**src/rtl/t08_lcd_bus_writer_if.sv**
```systemverilog
// t08_lcd_bus_writer_if: upstream word handshake and 8080 write-bus signals of the LCD writer
interface t08_lcd_bus_writer_if #(
  parameter int DEPTH = 4
);
  logic                   in_valid;
  logic                   in_ready;
  logic                   in_dc;
  logic [7:0]             in_data;
  logic                   busy;
  logic [$clog2(DEPTH):0] fifo_count;
  logic [7:0]             spi_outputs;
  logic                   spi_wrx;
  logic                   spi_rdx;
  logic                   spi_csx;
  logic                   spi_dcx;
  modport master (
    output in_valid, in_dc, in_data,
    input  in_ready, busy, fifo_count, spi_outputs, spi_wrx, spi_rdx, spi_csx, spi_dcx
  );
  modport slave (
    input  in_valid, in_dc, in_data,
    output in_ready, busy, fifo_count, spi_outputs, spi_wrx, spi_rdx, spi_csx, spi_dcx
  );
endinterface

```
**src/rtl/t08_lcd_bus_writer.sv**
```systemverilog
// t08_lcd_bus_writer: FIFO-buffered 8080 parallel-bus write engine with programmable strobe timing
module t08_lcd_bus_writer #(
  parameter int DEPTH   = 4,
  parameter int WR_LOW  = 2,
  parameter int WR_HIGH = 2
) (
  input logic                 clk,
  input logic                 nRst,
  t08_lcd_bus_writer_if.slave bus
);
  localparam int AW  = $clog2(DEPTH);
  localparam int CNW = AW + 1;
  localparam int CW  = $clog2(WR_LOW > WR_HIGH ? WR_LOW : WR_HIGH) + 1;
  localparam logic [1:0] IDLE = 2'd0, SETUP = 2'd1, WR_LO = 2'd2, WR_HI = 2'd3;
  logic [8:0]    mem [DEPTH];
  logic [AW-1:0] wr_ptr, rd_ptr;
  logic [AW:0]   count;
  logic [1:0]    state, state_nx;
  logic [CW-1:0] cnt, cnt_nx;
  logic          full, empty, push, pop, last;
  logic [7:0]    data_q;
  logic          dcx_q, wrx_q, csx_q;
  assign full  = count == CNW'(DEPTH);
  assign empty = count == '0;
  assign push  = bus.in_valid && !full;
  assign last  = cnt == '0;
  assign pop   = !empty && (state == IDLE || (state == WR_HI && last));
  assign bus.in_ready    = !full;
  assign bus.busy        = !empty || state != IDLE;
  assign bus.fifo_count  = count;
  assign bus.spi_outputs = data_q;
  assign bus.spi_dcx     = dcx_q;
  assign bus.spi_wrx     = wrx_q;
  assign bus.spi_csx     = csx_q;
  assign bus.spi_rdx     = 1'b1;
  // next state and phase down-counter; a burst chains WR_HI straight into SETUP
  always_comb begin
    state_nx = state == IDLE  ? (empty ? IDLE : SETUP)
             : state == SETUP ? WR_LO
             : state == WR_LO ? (last ? WR_HI : WR_LO)
             : last ? (empty ? IDLE : SETUP) : WR_HI;
    cnt_nx = state == SETUP            ? CW'(WR_LOW - 1)
           : (state == WR_LO && last) ? CW'(WR_HIGH - 1)
           : last ? cnt : cnt - CW'(1);
  end
  // FSM, FIFO bookkeeping and bus outputs registered from the next state
  always_ff @(posedge clk or negedge nRst) begin
    if (!nRst) begin
      state  <= IDLE;
      cnt    <= '0;
      wr_ptr <= '0;
      rd_ptr <= '0;
      count  <= '0;
      data_q <= 8'h00;
      dcx_q  <= 1'b1;
      wrx_q  <= 1'b1;
      csx_q  <= 1'b1;
    end else begin
      state  <= state_nx;
      cnt    <= cnt_nx;
      wr_ptr <= push ? wr_ptr + AW'(1) : wr_ptr;
      rd_ptr <= pop ? rd_ptr + AW'(1) : rd_ptr;
      count  <= count + CNW'(push) - CNW'(pop);
      wrx_q  <= state_nx != WR_LO;
      csx_q  <= state_nx == IDLE;
      if (pop) {dcx_q, data_q} <= mem[rd_ptr];
    end
  end
  // FIFO storage; stale entries are unreachable once the pointers reset
  always_ff @(posedge clk)
    if (push) mem[wr_ptr] <= {bus.in_dc, bus.in_data};
endmodule

```
**src/flat_wrapper.sv**
```systemverilog
// flat-port wrapper written by rule: the top's interface ports become plain ports
module t08_lcd_bus_writer_flat 
#(
  parameter int DEPTH   = 4,
  parameter int WR_LOW  = 2,
  parameter int WR_HIGH = 2
)
  (clk, nRst, bus_in_valid, bus_in_dc, bus_in_data, bus_in_ready, bus_busy, bus_fifo_count, bus_spi_outputs, bus_spi_wrx, bus_spi_rdx, bus_spi_csx, bus_spi_dcx);
  t08_lcd_bus_writer_if #(.DEPTH(DEPTH)) bus_i ();
  input logic clk;
  input logic nRst;
  input wire logic [$bits(bus_i.in_valid)-1:0] bus_in_valid;
  input wire logic [$bits(bus_i.in_dc)-1:0] bus_in_dc;
  input wire logic [$bits(bus_i.in_data)-1:0] bus_in_data;
  output wire logic [$bits(bus_i.in_ready)-1:0] bus_in_ready;
  output wire logic [$bits(bus_i.busy)-1:0] bus_busy;
  output wire logic [$bits(bus_i.fifo_count)-1:0] bus_fifo_count;
  output wire logic [$bits(bus_i.spi_outputs)-1:0] bus_spi_outputs;
  output wire logic [$bits(bus_i.spi_wrx)-1:0] bus_spi_wrx;
  output wire logic [$bits(bus_i.spi_rdx)-1:0] bus_spi_rdx;
  output wire logic [$bits(bus_i.spi_csx)-1:0] bus_spi_csx;
  output wire logic [$bits(bus_i.spi_dcx)-1:0] bus_spi_dcx;
  assign bus_i.in_valid = bus_in_valid;
  assign bus_i.in_dc = bus_in_dc;
  assign bus_i.in_data = bus_in_data;
  assign bus_in_ready = bus_i.in_ready;
  assign bus_busy = bus_i.busy;
  assign bus_fifo_count = bus_i.fifo_count;
  assign bus_spi_outputs = bus_i.spi_outputs;
  assign bus_spi_wrx = bus_i.spi_wrx;
  assign bus_spi_rdx = bus_i.spi_rdx;
  assign bus_spi_csx = bus_i.spi_csx;
  assign bus_spi_dcx = bus_i.spi_dcx;
  t08_lcd_bus_writer #(.DEPTH(DEPTH), .WR_LOW(WR_LOW), .WR_HIGH(WR_HIGH)) u_core (.clk(clk), .nRst(nRst), .bus(bus_i));
endmodule
```
**config.mk**
```make
export PLATFORM = sky130hd
export DESIGN_NAME = t08_lcd_bus_writer_flat
export DESIGN_NICKNAME = d
export VERILOG_FILES = /design/src/rtl/t08_lcd_bus_writer_if.sv /design/src/rtl/t08_lcd_bus_writer.sv /design/src/flat_wrapper.sv
export SDC_FILE = /design/constraint.sdc
export NUM_CORES = 1
export LEC_CHECK = 0
export ABC_AREA = 1
export BUFFER_PORTS_ARGS = -buffer_cell sky130_fd_sc_hd__buf_4
export CORE_MARGIN = 5
export CORE_UTILIZATION = 45
export DETAILED_ROUTE_END_ITERATION = 10
export PLACE_DENSITY_LB_ADDON = 0.25
export SLEW_MARGIN = 10
export SYNTH_ARGS = -nofsm -noshare
export SYNTH_HDL_FRONTEND = slang
export SYNTH_SLANG_ARGS = --single-unit
```
**constraint.sdc**
```tcl
create_clock -name clk -period 4.3 [get_ports clk]
set_clock_uncertainty 0.15 [all_clocks]
set_input_delay 0.43 -clock clk [delete_from_list [all_inputs] [get_ports clk]]
set_output_delay 0.43 -clock clk [all_outputs]
set_load 0.02 [all_outputs]
```
# Word-level counts from Yosys, hierarchy flattened
# Memory sizes are Yosys's and may differ from the RTL's. A register that Yosys moved wholly into a read port is not among the register bits.
# Cells that the tools add are included.
# classes
add_sub_neg	5
eq_ne	6
mux	11
n_reduce_logical	14
# op_table
op	count
$mux 2	7
$logic_not 2->1	3
$add 2x1->2 const B	2
$eq 2x2->1 const B	2
$logic_and 1x1->1	4
$mux 1	4
$add 3x1->3	1
$eq 3x3->1 const B	1
$logic_not 1->1	3
$logic_not 3->1	1
$ne 3x3->1 const B	1
$sub 3x1->3	1
$eq 2x1->1 const B	1
$logic_or 1x1->1	2
$ne 2x2->1 const B	1
$reduce_bool 2->1	1
$sub 2x1->2 const B	1
# totals
ff_bits	13
ram_bits	36
in_bits	12
output_inout_bits	17
word_cells	44
mem_count	1
# memory_table
memory	depth	width	read_ports	rd_ports_with_merged_regs	wr	line	text
u_core.mem	4	9	1	1	1	t08_lcd_bus_writer.sv:15	logic [8:0] mem [DEPTH];

# Logic depth before layout (Yosys ltp)
# depth
depth_word	7
depth_mapped	11
depth_no_buf	11

# Least setup slack after synthesis
# Ideal clock, no wire load.
# synth_path
kind	register to register
from	reg u_core.count[1], in the netlist u_core.bus.fifo_count[1]
to	reg u_core.count[2], in the netlist u_core.bus.fifo_count[2]
setup_time_ns	0.129
t_arrival_ns	2.064
required_ns	4.021
setup_slack_ns	1.957
path_stages_with_launch	12
n_path_buf	0
synth_period_minus_slack_ns	2.343
cell_sequence	dfrtp_1 -> inv_2 -> nand2_1 -> nor2_1 -> a21oi_4 -> ha_1 -> inv_1 -> ha_1 -> inv_1 -> fa_1 -> xnor2_1 -> xor2_1
# synth_via
word_cells_on_any_way	8
classes_between	add/sub: 2; eq/ne: 1; reduce/logical: 5
# synth_lines
element	line	text
from (decl)	t08_lcd_bus_writer.sv:17	logic [AW:0] count;
from (signal assigned)	t08_lcd_bus_writer.sv:63	count <= count + CNW'(push) - CNW'(pop);
$logic_not 3->1	t08_lcd_bus_writer.sv:24	assign empty = count == '0;
$logic_not 1->1	t08_lcd_bus_writer.sv:27	assign pop = !empty && (state == IDLE || (state == WR_HI && last));
$logic_and 1x1->1	t08_lcd_bus_writer.sv:27	
net u_core.pop	t08_lcd_bus_writer.sv:20	logic full, empty, push, pop, last;
$sub 3x1->3	t08_lcd_bus_writer.sv:63	
# The timed path passes the listed nets, and every way through them passes these cells.
# A chain may end at the register's enable or synchronous reset.

# Final worst setup path
# layout_path
from	reg u_core.state[0]
to	reg u_core.count[2], in the netlist u_core.bus.fifo_count[2]
# layout_via
elab_chain_len	5
word_cells_on_any_way	6
classes_between	add/sub: 1; eq/ne: 1; reduce/logical: 4
# layout_lines
element	line	text
from (decl)	t08_lcd_bus_writer.sv:18	logic [1:0] state, state_nx;
from (signal assigned)	t08_lcd_bus_writer.sv:59	state <= state_nx;
$eq 2x2->1	t08_lcd_bus_writer.sv:27	
$logic_and 1x1->1	t08_lcd_bus_writer.sv:27	
$logic_or 1x1->1 *	t08_lcd_bus_writer.sv:27	
$logic_and 1x1->1 *	t08_lcd_bus_writer.sv:27	
net u_core.pop	t08_lcd_bus_writer.sv:20	
$sub 3x1->3 *	t08_lcd_bus_writer.sv:63	
# Mark *: on every way through the listed nets, which the timed path passes. The rest lies on a longest branch.

==> impl_results.md <==
* Outcome: complete, no violations
* Die height at 85.7 um
* Number of instances in the placed design at 341
* Fin nets at 300
* Hold Crit Start: bus_in_data[0]
* Clk buf depth at 2
* Vias/cell at 4.57
* Max incr delay on CP at 0.41 ns
* Critical path class: reg -> reg
* MaxCap Viol Count at 0
* Largest net degree at the start of global routing at 31
* Site row count at 27
* Register area at 0.00164 sq mm
* Syn Inst Count at 248
* Final min period at 2.48 ns
* Crit-path leading delay family: adder cells
* Yosys top cell area share at 0.419
* Footprint of the multi-input gates at 731 sq um
* Commonest non-fill, non-tap cell in the layout: nand2_1
* Sum of negative setup slack at 0 ns
* Final WL at 4660 um
* Setup Viol. Count Final at 0
* Critical path, cell by cell: nor2_2 > inv_4 > a21oi_4 > ha_1 > inv_1 > ha_1 > inv_1 > fa_1 > xnor2_1 > xor2_1
* Reg2Reg Setup Slack at 1.82 ns
* Hold endpoint: u_core.mem[1][0]$_DFFE_PP_
* Worst path bufs/invs at 3
* Final cell count without fillers at 358
* Worst Tran Pin Value at 1.02 ns
* Fin crit share at 0.577
* Initial core utilization at 0.466
* Crit end category: register
* Per-cell routed wire length at 13.0 um
* Top cells by area, synth: edfxtp_1, dfrtp_1, nand2_1
* Reg2reg path depth at 10
* # clock sinks at 58
* Power per cell area at 772 mW/mm^2
* Area growth, synth to finish at 19.2%
* Gp weighted congestion at 0.730
* Seq cells post-synth at 58
* CP max stage cell: dfrtp_1
* # DRC at 0
* Yosys top cell by area: edfxtp_1
* Hold Crit Depth at 1
* CTS tree: yes
* RSZ-0062 raised after global routing: false
* Yosys cell types at 32
* Post-synthesis cell area at 0.00258 sq mm
* Clock root cell: clkbuf_8
* Crit path arrival time at 2.58 ns
* Post-CTS sizing at 0
* Post-DRT Antenna Nets at 0
* Synth warn at 0
* Post-layout util at 0.556
* IO Count at 29
* Worst slew margin at 0.318
* Worst-Skew Late Latency at 0.32 ns
* ANT cells at 0
* Worst EP required at 4.40 ns
* Worst Path Max Fanout at 10
* Min-Delay Path Class: in -> reg
* Final Slew Violations at 0
* Fillcell total at 510
* VDD IR max at 388 uV
* H-tree levels at 3
* Sequential element share of the synthesized area at 0.634
* Commonest cells after routing, fill and taps aside: nand2_1, inv_1, edfxtp_1, buf_4, nand3_1
* Leak at 1.46 nW
* First-pass GRT wire length at 7910 um
* Syn nets at 267
* Vias in the first global route at 1655
* Gr ovfl total at 0
* Core Area at 0.00554 sq mm
* DR pass1 iterations at 4
* Antenna violations before repair at 0
* Syn avg cell area at 10.4 sq um
* Final hold vios at 0
* Worst r2r src: u_core.state[0]$_DFF_PN0_
* Crit start category: register
* Layout cell share with drive strength beyond 1 at 0.213
* Clock slew at reported path FFs at 0.07 ns
* Fmax at 403 MHz
* DPL Wire Length at 3060 um
* DRT iter0 DRCs at 81
* Die Area at 0.00735 sq mm
* Worst reg2reg endpoint: u_core.bus.fifo_count[2]$_DFF_PN0_
* Gr usage total at 0.144
* Die width at 85.7 um
* IO buf count at 27
* Num CTS Buffers at 9
* DR vias at 1637
## registers in the layout, indices dropped and copies added (netlist names)
register	flops
u_core.bus.fifo_count	3
u_core.bus.spi_csx	1
u_core.bus.spi_dcx	1
u_core.bus.spi_outputs	8
u_core.bus.spi_wrx	1
u_core.cnt	2
u_core.mem	36
u_core.rd_ptr	2
u_core.state	2
u_core.wr_ptr	2
## routing by layer
metal | wire length [um] | up-vias | GRT usage
met2 | 2180 | 40 | 0.226
met3 | 272 | 6 | 0.0519
met1 | 2140 | 756 | 0.182
met4 | 56 | 0 | 0.0561
met5 | 0 | - | 0
li1 | - | 835 | -
## power breakdown
| part | switching [mW] | total (mW) | internal (mW) |
|---|---|---|---|
| Sequential | 0.140 | 0.922 | 0.782 |
| Clock | 0.208 | 0.590 | 0.382 |
| Combinational | 0.537 | 0.864 | 0.327 |
| Total | 0.884 | 2.37 | 1.49 |
## Yosys cell counts, drive strengths merged
library cell	instances
o211ai	1
nor2	8
conb	1
buf	6
edfxtp	36
xor2	3
and3	1
a21oi	3
or2	10
clkinv	2
dfstp	3
nand3	23
dfrtp	19
ha	6
nand2	77
inv	44
fa	1
o21ai	2
xnor2	1
nand3b	1
## stage by stage
step                      cell area [sq um]  setup slack [ns]  hold slack [ns]  total power [mW]
after floorplan                        2580              1.96          -0.0156              1.54
after global placement                 2840              1.89            0.188              1.78
after detailed placement               2840              1.81            0.193              1.81
after CTS                              3080              1.80            0.135              2.41
after global routing                   3080              1.64            0.134              2.58
final                                  3080              1.82            0.149              2.37
## logic make-up after synthesis
kind of cell	after synthesis	synth area share
flip-flops	58	0.634
buffers and inverters	52	0.0834
XOR/XNOR	4	0.0136
AND/OR/NAND/NOR	120	0.214
adder cells (fa/ha/maj)	7	0.0368
AO/OA/AOI/OAI	6	0.0170
other	1	0.00145
## final cells by class
class | instances | share of cell area
sequential | 58 | 0.531
multi-input combinational | 138 | 0.237
timing repair buffer | 28 | 0.0691
inverter | 46 | 0.0573
clock buffer | 10 | 0.0415
clock inverter | 6 | 0.0341
tap | 72 | 0.0293
## worst max-delay path by stage
| stage | start | cells after the start | end | slack, ns |
|---|---|---|---|---|
| 2_1_floorplan | u_core.bus.fifo_count[1]$_DFF_PN0_ | 11 | u_core.bus.fifo_count[2]$_DFF_PN0_ | 1.96 |
| 3_3_place_gp | u_core.state[1]$_DFF_PN0_ | 10 | u_core.bus.fifo_count[2]$_DFF_PN0_ | 1.89 |
| 3_5_place_dp | u_core.state[1]$_DFF_PN0_ | 10 | u_core.bus.fifo_count[2]$_DFF_PN0_ | 1.81 |
| 4_1_cts | u_core.state[1]$_DFF_PN0_ | 10 | u_core.bus.fifo_count[2]$_DFF_PN0_ | 1.80 |
| 5_1_grt | u_core.state[1]$_DFF_PN0_ | 10 | u_core.bus.fifo_count[2]$_DFF_PN0_ | 1.64 |
| 6_report | u_core.state[0]$_DFF_PN0_ | 10 | u_core.bus.fifo_count[2]$_DFF_PN0_ | 1.82 |
## repair_timing
item | CTS | global route
endpoints found under the hold margin | 19 | 0
buffers inserted | 0 | 0
hold buffers | 1 | 0
Power figures use the tool's default switching activity.
